==> src/rtl/spi_pkg.sv <==
// Frame constants and FSM state encoding shared by the SPI master and the spiMemory slave.
package spi_pkg;

  localparam int   ADDR_W     = 7;
  localparam int   DATA_W     = 8;
  localparam int   FRAME_BITS = ADDR_W + 1 + DATA_W;
  localparam logic RW_READ    = 1'b1;

  typedef enum logic [2:0] {
    IDLE  = 3'd0,
    SETUP = 3'd1,
    SHIFT = 3'd2,
    HOLD  = 3'd3,
    GAP   = 3'd4
  } spi_state_t;

  // Read frames carry zeros in the data byte; the slave drives the data instead.
  function automatic logic [FRAME_BITS-1:0] build_frame(
    input logic [ADDR_W-1:0] addr,
    input logic              rw,
    input logic [DATA_W-1:0] wdata
  );
    return {addr, rw, (rw == RW_READ) ? {DATA_W{1'b0}} : wdata};
  endfunction

endpackage

==> src/rtl/spi_clkgen.sv <==
// SCLK generator: divides clk by 2*CLK_DIV while enabled and flags the clk cycle
// in which sclk is driven high (rise) or low (fall). Idles low when disabled.
module spi_clkgen #(
  parameter int CLK_DIV = 8
) (
  input  logic clk,
  input  logic reset_n,
  input  logic en,
  output logic sclk,
  output logic rise,
  output logic fall
);

  localparam int              DIV_W    = $clog2(CLK_DIV) + 1;
  localparam logic [DIV_W-1:0] DIV_LAST = DIV_W'(CLK_DIV - 1);

  logic [DIV_W-1:0] divcnt;
  logic             wrap;

  assign wrap = en && (divcnt == DIV_LAST);
  assign rise = wrap && !sclk;
  assign fall = wrap && sclk;

  always_ff @(posedge clk or negedge reset_n) begin
    if (!reset_n) begin
      divcnt <= '0;
      sclk   <= 1'b0;
    end else if (!en) begin
      divcnt <= '0;
      sclk   <= 1'b0;
    end else if (wrap) begin
      divcnt <= '0;
      sclk   <= !sclk;
    end else begin
      divcnt <= divcnt + DIV_W'(1);
    end
  end

endmodule

==> src/rtl/spi_master.sv <==
// SPI master issuing one 16-bit {addr, rw, data} frame per start request.
// Define SPI_MASTER_LOOPBACK_EN to add a loopback input that captures mosi instead of miso.
module spi_master
  import spi_pkg::*;
#(
  parameter int CLK_DIV  = 8,
  parameter int CS_SETUP = 4,
  parameter int CS_HOLD  = 4,
  parameter int CS_GAP   = 8
) (
  input  logic              clk,
  input  logic              reset_n,
  input  logic              start,
  input  logic              rw,
  input  logic [ADDR_W-1:0] addr,
  input  logic [DATA_W-1:0] wdata,
  output logic [DATA_W-1:0] rdata,
  output logic              busy,
  output logic              done,
  output logic              sclk,
  output logic              cs_n,
  output logic              mosi,
`ifdef SPI_MASTER_LOOPBACK_EN
  input  logic              loopback,
`endif
  input  logic              miso
);

  localparam int SETUP_W = $clog2(CS_SETUP) + 1;
  localparam int HOLD_W  = $clog2(CS_HOLD) + 1;
  localparam int GAP_W   = $clog2(CS_GAP) + 1;

  localparam logic [SETUP_W-1:0] SETUP_LAST     = SETUP_W'(CS_SETUP);
  localparam logic [HOLD_W-1:0]  HOLD_LAST      = HOLD_W'(CS_HOLD - 1);
  localparam logic [GAP_W-1:0]   GAP_LAST       = GAP_W'(CS_GAP - 1);
  localparam logic [3:0]         FIRST_DATA_BIT = 4'(ADDR_W + 1);
  localparam logic [3:0]         LAST_BIT       = 4'(FRAME_BITS - 1);

  spi_state_t              state;
  logic [FRAME_BITS-1:0]   shreg;
  logic [FRAME_BITS-1:0]   frame_in;
  logic                    rw_lat;
  logic [3:0]              bitcnt;
  logic [DATA_W-1:0]       rdata_sh;
  logic [SETUP_W-1:0]      setup_cnt;
  logic [HOLD_W-1:0]       hold_cnt;
  logic [GAP_W-1:0]        gap_cnt;
  logic                    sclk_en;
  logic                    rise;
  logic                    fall;
  logic                    cap_bit;

  assign frame_in = build_frame(addr, rw, wdata);
  assign sclk_en  = (state == SHIFT);

`ifdef SPI_MASTER_LOOPBACK_EN
  assign cap_bit = loopback ? mosi : miso;
`else
  assign cap_bit = miso;
`endif

  spi_clkgen #(
    .CLK_DIV(CLK_DIV)
  ) u_clkgen (
    .clk    (clk),
    .reset_n(reset_n),
    .en     (sclk_en),
    .sclk   (sclk),
    .rise   (rise),
    .fall   (fall)
  );

  always_ff @(posedge clk or negedge reset_n) begin
    if (!reset_n) begin
      state     <= IDLE;
      shreg     <= '0;
      rw_lat    <= 1'b0;
      bitcnt    <= '0;
      rdata_sh  <= '0;
      rdata     <= '0;
      setup_cnt <= '0;
      hold_cnt  <= '0;
      gap_cnt   <= '0;
      busy      <= 1'b0;
      done      <= 1'b0;
      cs_n      <= 1'b1;
      mosi      <= 1'b0;
    end else begin
      done <= 1'b0;
      case (state)
        IDLE: begin
          if (start) begin
            shreg     <= frame_in;
            rw_lat    <= rw;
            bitcnt    <= '0;
            rdata_sh  <= '0;
            setup_cnt <= '0;
            busy      <= 1'b1;
            cs_n      <= 1'b0;
            mosi      <= frame_in[FRAME_BITS-1];
            state     <= SETUP;
          end
        end

        SETUP: begin
          if (setup_cnt == SETUP_LAST) begin
            state <= SHIFT;
          end else begin
            setup_cnt <= setup_cnt + SETUP_W'(1);
          end
        end

        SHIFT: begin
          // miso is only looked at on read data bits, so a floating line elsewhere is harmless.
          if (rise && (bitcnt >= FIRST_DATA_BIT) && (rw_lat == RW_READ)) begin
            rdata_sh <= {rdata_sh[DATA_W-2:0], cap_bit};
          end
          if (fall) begin
            bitcnt <= bitcnt + 4'd1;
            if (bitcnt == LAST_BIT) begin
              hold_cnt <= '0;
              state    <= HOLD;
            end else begin
              shreg <= {shreg[FRAME_BITS-2:0], 1'b0};
              mosi  <= shreg[FRAME_BITS-2];
            end
          end
        end

        HOLD: begin
          if (hold_cnt == HOLD_LAST) begin
            cs_n    <= 1'b1;
            mosi    <= 1'b0;
            busy    <= 1'b0;
            done    <= 1'b1;
            gap_cnt <= '0;
            if (rw_lat == RW_READ) begin
              rdata <= rdata_sh;
            end
            state <= GAP;
          end else begin
            hold_cnt <= hold_cnt + HOLD_W'(1);
          end
        end

        GAP: begin
          // start is deliberately ignored here; cs_n must stay high for the full gap.
          if (gap_cnt == GAP_LAST) begin
            state <= IDLE;
          end else begin
            gap_cnt <= gap_cnt + GAP_W'(1);
          end
        end

        default: state <= IDLE;
      endcase
    end
  end

endmodule

==> config.mk <==
export PLATFORM = sky130hd
export DESIGN_NAME = spi_master
export DESIGN_NICKNAME = d
export VERILOG_FILES = /design/src/rtl/spi_pkg.sv /design/src/rtl/spi_clkgen.sv /design/src/rtl/spi_master.sv
export SDC_FILE = /design/constraint.sdc
export NUM_CORES = 1
export LEC_CHECK = 0
export BUFFER_PORTS_ARGS = -buffer_cell sky130_fd_sc_hd__buf_2
export CORE_ASPECT_RATIO = 0.8
export CORE_MARGIN = 4
export CORE_UTILIZATION = 45
export DETAILED_ROUTE_END_ITERATION = 7
export PLACE_DENSITY = 0.73
export SLEW_MARGIN = 10
export SYNTH_ARGS = -nofsm -noshare
export SYNTH_HDL_FRONTEND = slang
export SYNTH_SLANG_ARGS = --single-unit
==> constraint.sdc <==
create_clock -name clk -period 4.3 [get_ports clk]
set_input_delay 1.075 -clock clk [delete_from_list [all_inputs] [get_ports clk]]
set_output_delay 1.075 -clock clk [all_outputs]
set_load 0.005 [all_outputs]
======== Word level (Yosys, flattened, before mapping) ========
Index checks and enable logic that the tools add are counted.
word-level totals
  bits in registers ....................... 58
  bits of input ports ..................... 20
  output and inout bits ................... 13
  word-level logic and storage cells ...... 110
operators by class
  $add $sub $neg .......................... 5
  magnitude comparators ................... 1
  equality and inequality tests ........... 21
  multiplexer cells ....................... 44
  reductions and logical operators ........ 24
operators with widths
  cell                 count
  $mux 15              3
  $mux 3               11
  $pmux 15 s2          1
  $mux 4               6
  $mux 8               3
  $ne 2x2->1 const B   12
  $reduce_and 3->1     6
  $pmux 4 s2           2
  $pmux 8 s2           1
  $pmux 3 s5           1
  $add 4x1->4 const B  3
  $pmux 3 s2           2
  $mux 1               11
  $reduce_bool 2->1    5
  $eq 3x2->1 const B   3
  $eq 4x3->1 const B   2
  $reduce_and 4->1     2
  $add 3x1->3 const B  2
  $eq 3x3->1 const B   2
  $reduce_and 6->1     1
  $logic_and 1x1->1    5
  $reduce_and 5->1     1
  $eq 4x4->1 const B   1
  $ge 4x4->1 const B   1
  7 further kinds      8

======== Logic depth before layout (Yosys ltp) ========
  depth after elaboration ................. 7
  depth in mapped cells ................... 7
  depth with buffers taken out ............ 6

======== Cells and area by module ========
Synthesis repeated with hierarchy kept, for this count alone.
unflattened totals
  cell total of the unflattened synthesis .. 272
  area total of the unflattened synthesis .. 2,801.4 um2
modules (own cells, without submodules)
  module      instances  cells each  area each (um2)  sequential area each (um2)
  spi_master  1          252         2,561.2          1,327.5
  spi_clkgen  1          20          240.2            125.1

======== Worst setup path after synthesis ========
No wires, ideal clock.
  path kind ............................... input port to flip-flop
  start point ............................. in start
  end point ............................... reg shreg[1]
  setup time .............................. 133 ps
  data arrival time ....................... 1,811 ps
  required time ........................... 4,167 ps
  setup slack ............................. 2,357 ps
  stages .................................. 5
  path buffers ............................ 1
  cell sequence ........................... nor4b_4 -> a31oi_4 -> buf_2 -> nand2_1 -> o21ai_0
on the way
  word-level cells in the longest chain between the ends .. 2
RTL lines
  item                               line               RTL
  start: declaration                 spi_master.sv:13   input logic start,
  $ne 2x2->1 (no source line)        n/a
  $reduce_and 4->1 (no source line)  n/a
  end signal: assignment             spi_master.sv:93   shreg <= frame_in;
  end signal: assignment             spi_master.sv:124  shreg <= {shreg[FRAME_BITS-2:0], 1'b0};
  end: declaration                   spi_master.sv:40   logic [FRAME_BITS-1:0] shreg;
No other way between the ends.
A chain may end at the register's enable or synchronous reset.

======== Worst setup path after layout ========
  start point ............................. reg state[1]
  end point ............................... reg shreg[3]
on the way
  word-level cells in the longest chain between the ends .. 5
  elaborated cells between the ends (all ways) .. 10
  classes of those cells .................. eq/ne (4); mux (1); reduce/logical (5)
RTL lines
  item                               line                                RTL
  start: declaration                 spi_master.sv:39                    spi_state_t state;
  start signal: assignment           spi_master.sv:75                    state <= IDLE;
  start signal: assignment           spi_master.sv:101                   state <= SETUP;
  start signal: assignment           spi_master.sv:107                   state <= SHIFT;
  $eq 3x2->1                         spi_master.sv:54, spi_master.sv:90
  $logic_and 1x1->1                  spi_clkgen.sv:20                    assign wrap = en && (divcnt == DIV_LAST);
  $logic_and 1x1->1                  spi_clkgen.sv:22                    assign fall = wrap && sclk;
  $ne 2x2->1 (no source line)        n/a
  $reduce_and 4->1 (no source line)  n/a
Parallel ways exist; a longest one is shown, timed or not.

==> flow_results.org <==
** Worst setup path
- Together, buffers and inverters on the worst path number 0.
- Register-to-register setup slack :: 1.81 ns
- STA classifies the critical path startpoint as a flip-flop.
- Worst setup EP type :: flip-flop
- Maximum fanout count along the critical path :: 28
- RR Startpoint :: state[1]
- For this design, the slowest cell found on the critical path is sky130_fd_sc_hd__dfrtp_1.
- CP Cell Sequence :: nor3b_4, a31oi_4, nand2_1, o21ai_0
- In this design, the stage delay of the slowest critical-path cell is 0.86 ns.
- R2R Path End :: shreg[3]
- Required time of the critical path :: 4.49 ns
- CP delay by family, top :: simple AND/OR/NAND/NOR gates
- Measured in cells, the most critical reg-to-reg path has a length of 4.
- At the worst endpoint, the arrival time is 2.68 ns.
- The setup path with the least slack is of type reg -> reg.

** Global route
- The number of global-route vias before repair is 1973.
- For this run the aggregate overflow at the end of global routing stands at 0.
- The first global-routing pass estimated 9.18 mm of wire.
- GRT Total Usage :: 14.9%
- The initial antenna violation count came to 0.
- Largest net degree at the start of global routing :: 42

** Placed design
- Final weighted congestion in routability-driven placement :: 0.706
- After detailed placement, the design holds a cell count of 376.
- Detail Placement HPWL :: 3.68 mm
- The count of buffers added on input and output ports is 32.
- After detailed placement, the total cell area comes to 0.00306 sq mm.
- OpenSTA, run right after detailed placement, puts the worst setup slack at 1.82 ns.

** Logic synthesis
- Number of synthesized flops with an enable pin :: 0
- Top cells by area, synth :: sky130_fd_sc_hd__dfrtp_1 50%, sky130_fd_sc_hd__mux2i_1 6.3%, sky130_fd_sc_hd__nand2_1 5.1%
- After synthesis, the share of flip-flops with an asynchronous set or reset is 100%.
- The share of the Yosys chip area taken by registers is 50.5%.
- Synth area leader :: sky130_fd_sc_hd__dfrtp_1
- Yosys warning total :: 0
- Syn nets :: 302
- In the synthesized netlist the dominant register cell turns out to be sky130_fd_sc_hd__dfrtp_1.
- Post-synthesis cell area :: 0.00288 sq mm
- In this run, distinct cell masters in the synthesized netlist total 46.
- Synthesized flop and latch total :: 58
- Summed over its instances, the top area cell type makes up 49.6% of the synthesized netlist area.
- A synthesized cell averages 10.5 sq um.
- The cell count after synthesis came out at 274.

** Final layout
- Post-route insts no fill :: 392
- Fraction of layout instances using a drive strength above 1 :: 21.2%
- The top cell types in the final layout, fill and taps aside, are 57 x sky130_fd_sc_hd__dfrtp_1, 39 x sky130_fd_sc_hd__nand2_1, 32 x sky130_fd_sc_hd__buf_2, 18 x sky130_fd_sc_hd__inv_1, 18 x sky130_fd_sc_hd__mux2i_1.
- Area occupied by multi-input gates :: 0.00127 sq mm
- The number of antenna diodes in the final layout is 0.
- Signed area change from the synthesized netlist to the final layout :: 14.0%
- After routing the design area is 0.00328 sq mm.
- For this run, the post-layout net count is 334.
- Post-Route Utilization :: 54.1%
- Summing all flip-flop and latch instances after layout gives 0.00145 sq mm.
- Leaving out fill and tap cells, the most frequent cell in the layout is sky130_fd_sc_hd__dfrtp_1.
- Count of filler cells inserted in the layout :: 543

** Power and ir drop
- The analysis attributes to cell leakage a power of 0.00158 uW.
- Across the VDD grid, the largest voltage drop is 246 uV.
- In this run the power density over the cells is 570 mW/mm^2.

** CTS
- For the worst-skew pair, the clock arrives at the later sink with an insertion delay of 0.33 ns.
- Clock tree synthesis found a total of 58 sinks.
- Clock-pin slew was measured on the worst setup and hold paths at 0.06 ns.
- The number of setup buffers added after CTS is 0.
- Clock buffers created by TritonCTS :: 9
- H-tree Lvls :: 3
- TritonCTS built the clock tree.
- The clock passes through at most 2 buffers.
- In this run the clock root is driven by a sky130_fd_sc_hd__clkbuf_8.
- Gates resized during post-CTS repair numbered 0.
- Hold-fix buffers at CTS :: 0

** STA
- Hold Violations, Final :: 0
- Worst-case headroom to the max-slew limit :: 39.4%
- Dividing the final minimum period by the clock period gives 58.0%.
- Crit path setup slack, layout :: 1.81 ns
- The worst path needs 2.49 ns of the cycle, external delays included.
- Setup skew after layout :: 0.00689 ns
- Setup tns final :: 0 ns
- The final count of pins violating max slew was 0.
- Setup repair after global routing left no endpoint under its margin.
- Highest clock rate :: 401 MHz
- At the pin with the least slew margin, the transition time is 0.910 ns.
- Final setup violation count :: 0

** Drt
- The routed design has 5.30 mm of wire.
- Count of unresolved DRC violations after routing :: 0
- For this block, the initial DRC count from the detailed router was 139.
- Using the TritonRoute via totals, the vias-per-cell ratio works out to 5.05.
- Final routed wire length divided by cell count :: 13.5 um
- The first TritonRoute pass finished after 5 iterations.
- The detail route stage leaves a number of antenna-violating nets equal to 0.
- The detailed router placed 1981 vias in this run.

** Floorplan
- The floorplan has 25 rows.
- The floorplan step set the die height to 79.5 um.
- 33 I/O pins were placed.
- In this run the standard cell core region covers 0.00607 sq mm.
- The floorplan step defined a die boundary enclosing 0.00775 sq mm.
- Width of the chip :: 97.4 um
- The initial utilization of the core area, before any placement, comes to 47.4%.

** Flow run
- The tool flagged a number of max-cap violations equal to 0.

** Run status
- The flow ran to the end, and the final reports show no timing, DRC or antenna violations.

** Hold path
- Along the worst hold path, the cell count comes to 1.
- The tightest min-delay check is of the reg -> reg type.
- In this run the most critical hold path is launched from u_clkgen.divcnt[0].
- Worst-case hold path end point :: u_clkgen.divcnt[0]
cells by family after synthesis:
kind of cell / Yosys count / synth area share, %
AND/OR/NAND/NOR: 96 / 18.5
flip-flops: 58 / 50.5
AO/OA/AOI/OAI: 48 / 10.4
buffers and inverters: 31 / 5.52
multiplexers: 27 / 9.78
adder cells (fa/ha/maj): 8 / 3.48
XOR/XNOR: 6 / 1.83
registers in the layout, summed over array words and instances (netlist names):
register	cells
shreg	15
rdata	8
rdata_sh	8
bitcnt	4
gap_cnt	4
u_clkgen.divcnt	4
hold_cnt	3
setup_cnt	3
state	3
busy	1
cs_n	1
done	1
mosi	1
rw_lat	1
u_clkgen.sclk	1
worst max path at each step:
stage / end / cells after the start / from / slack (ns)
3_5_place_dp: shreg[6] / 4 / state[1] / 1.82
2_1_floorplan: shreg[1] / 5 / start / 2.36
4_1_cts: shreg[6] / 4 / state[1] / 1.80
3_3_place_gp: shreg[3] / 4 / state[1] / 1.91
5_1_grt: shreg[6] / 4 / state[1] / 1.52
6_report: shreg[3] / 4 / state[1] / 1.81
power breakdown:
part | switching [uW] | internal, uW | total (uW)
Clock | 215 | 340 | 555
Combinational | 268 | 220 | 488
Sequential | 142 | 685 | 826
Total | 625 | 1240 | 1870
through the flow:
stage | power [uW] | hold slack (ns)
floorplan | 1230 | 0.428
global placement | 1300 | 0.454
detailed placement | 1330 | 0.454
CTS | 1880 | 0.463
global route | 2000 | 0.488
finish | 1870 | 0.463
layout make-up:
type	count	share of cell area, %
flip-flops and latches	58	44.3
clock buffers	11	4.31
clock inverters	5	2.36
inverters	18	2.06
multi-input cells	185	38.6
well taps	81	3.09
repair buffers	34	5.34
cell usage after synthesis (all sizes together) (3+ instances only):
cell type,number
dfrtp,57
nand2,41
o21ai,20
inv,18
mux2i,18
nor2,13
a21oi,12
nor3b,12
nand3,11
buf,9
mux2,9
ha,8
xor2,5
clkbuf,4
nor3,4
and3,3
nand2b,3
nand3b,3
nand4b,3
per-layer routing:
metal / global-route usage (%) / part of all wire, % / vias up
li1: - / - / 1009
met1: 19.4 / 49 / 930
met2: 23.3 / 45 / 34
met3: 5.41 / 4.1 / 8
met4: 4.84 / 1.2 / 0
met5: 0 / 0 / -
(Power assumes the default switching activity.)
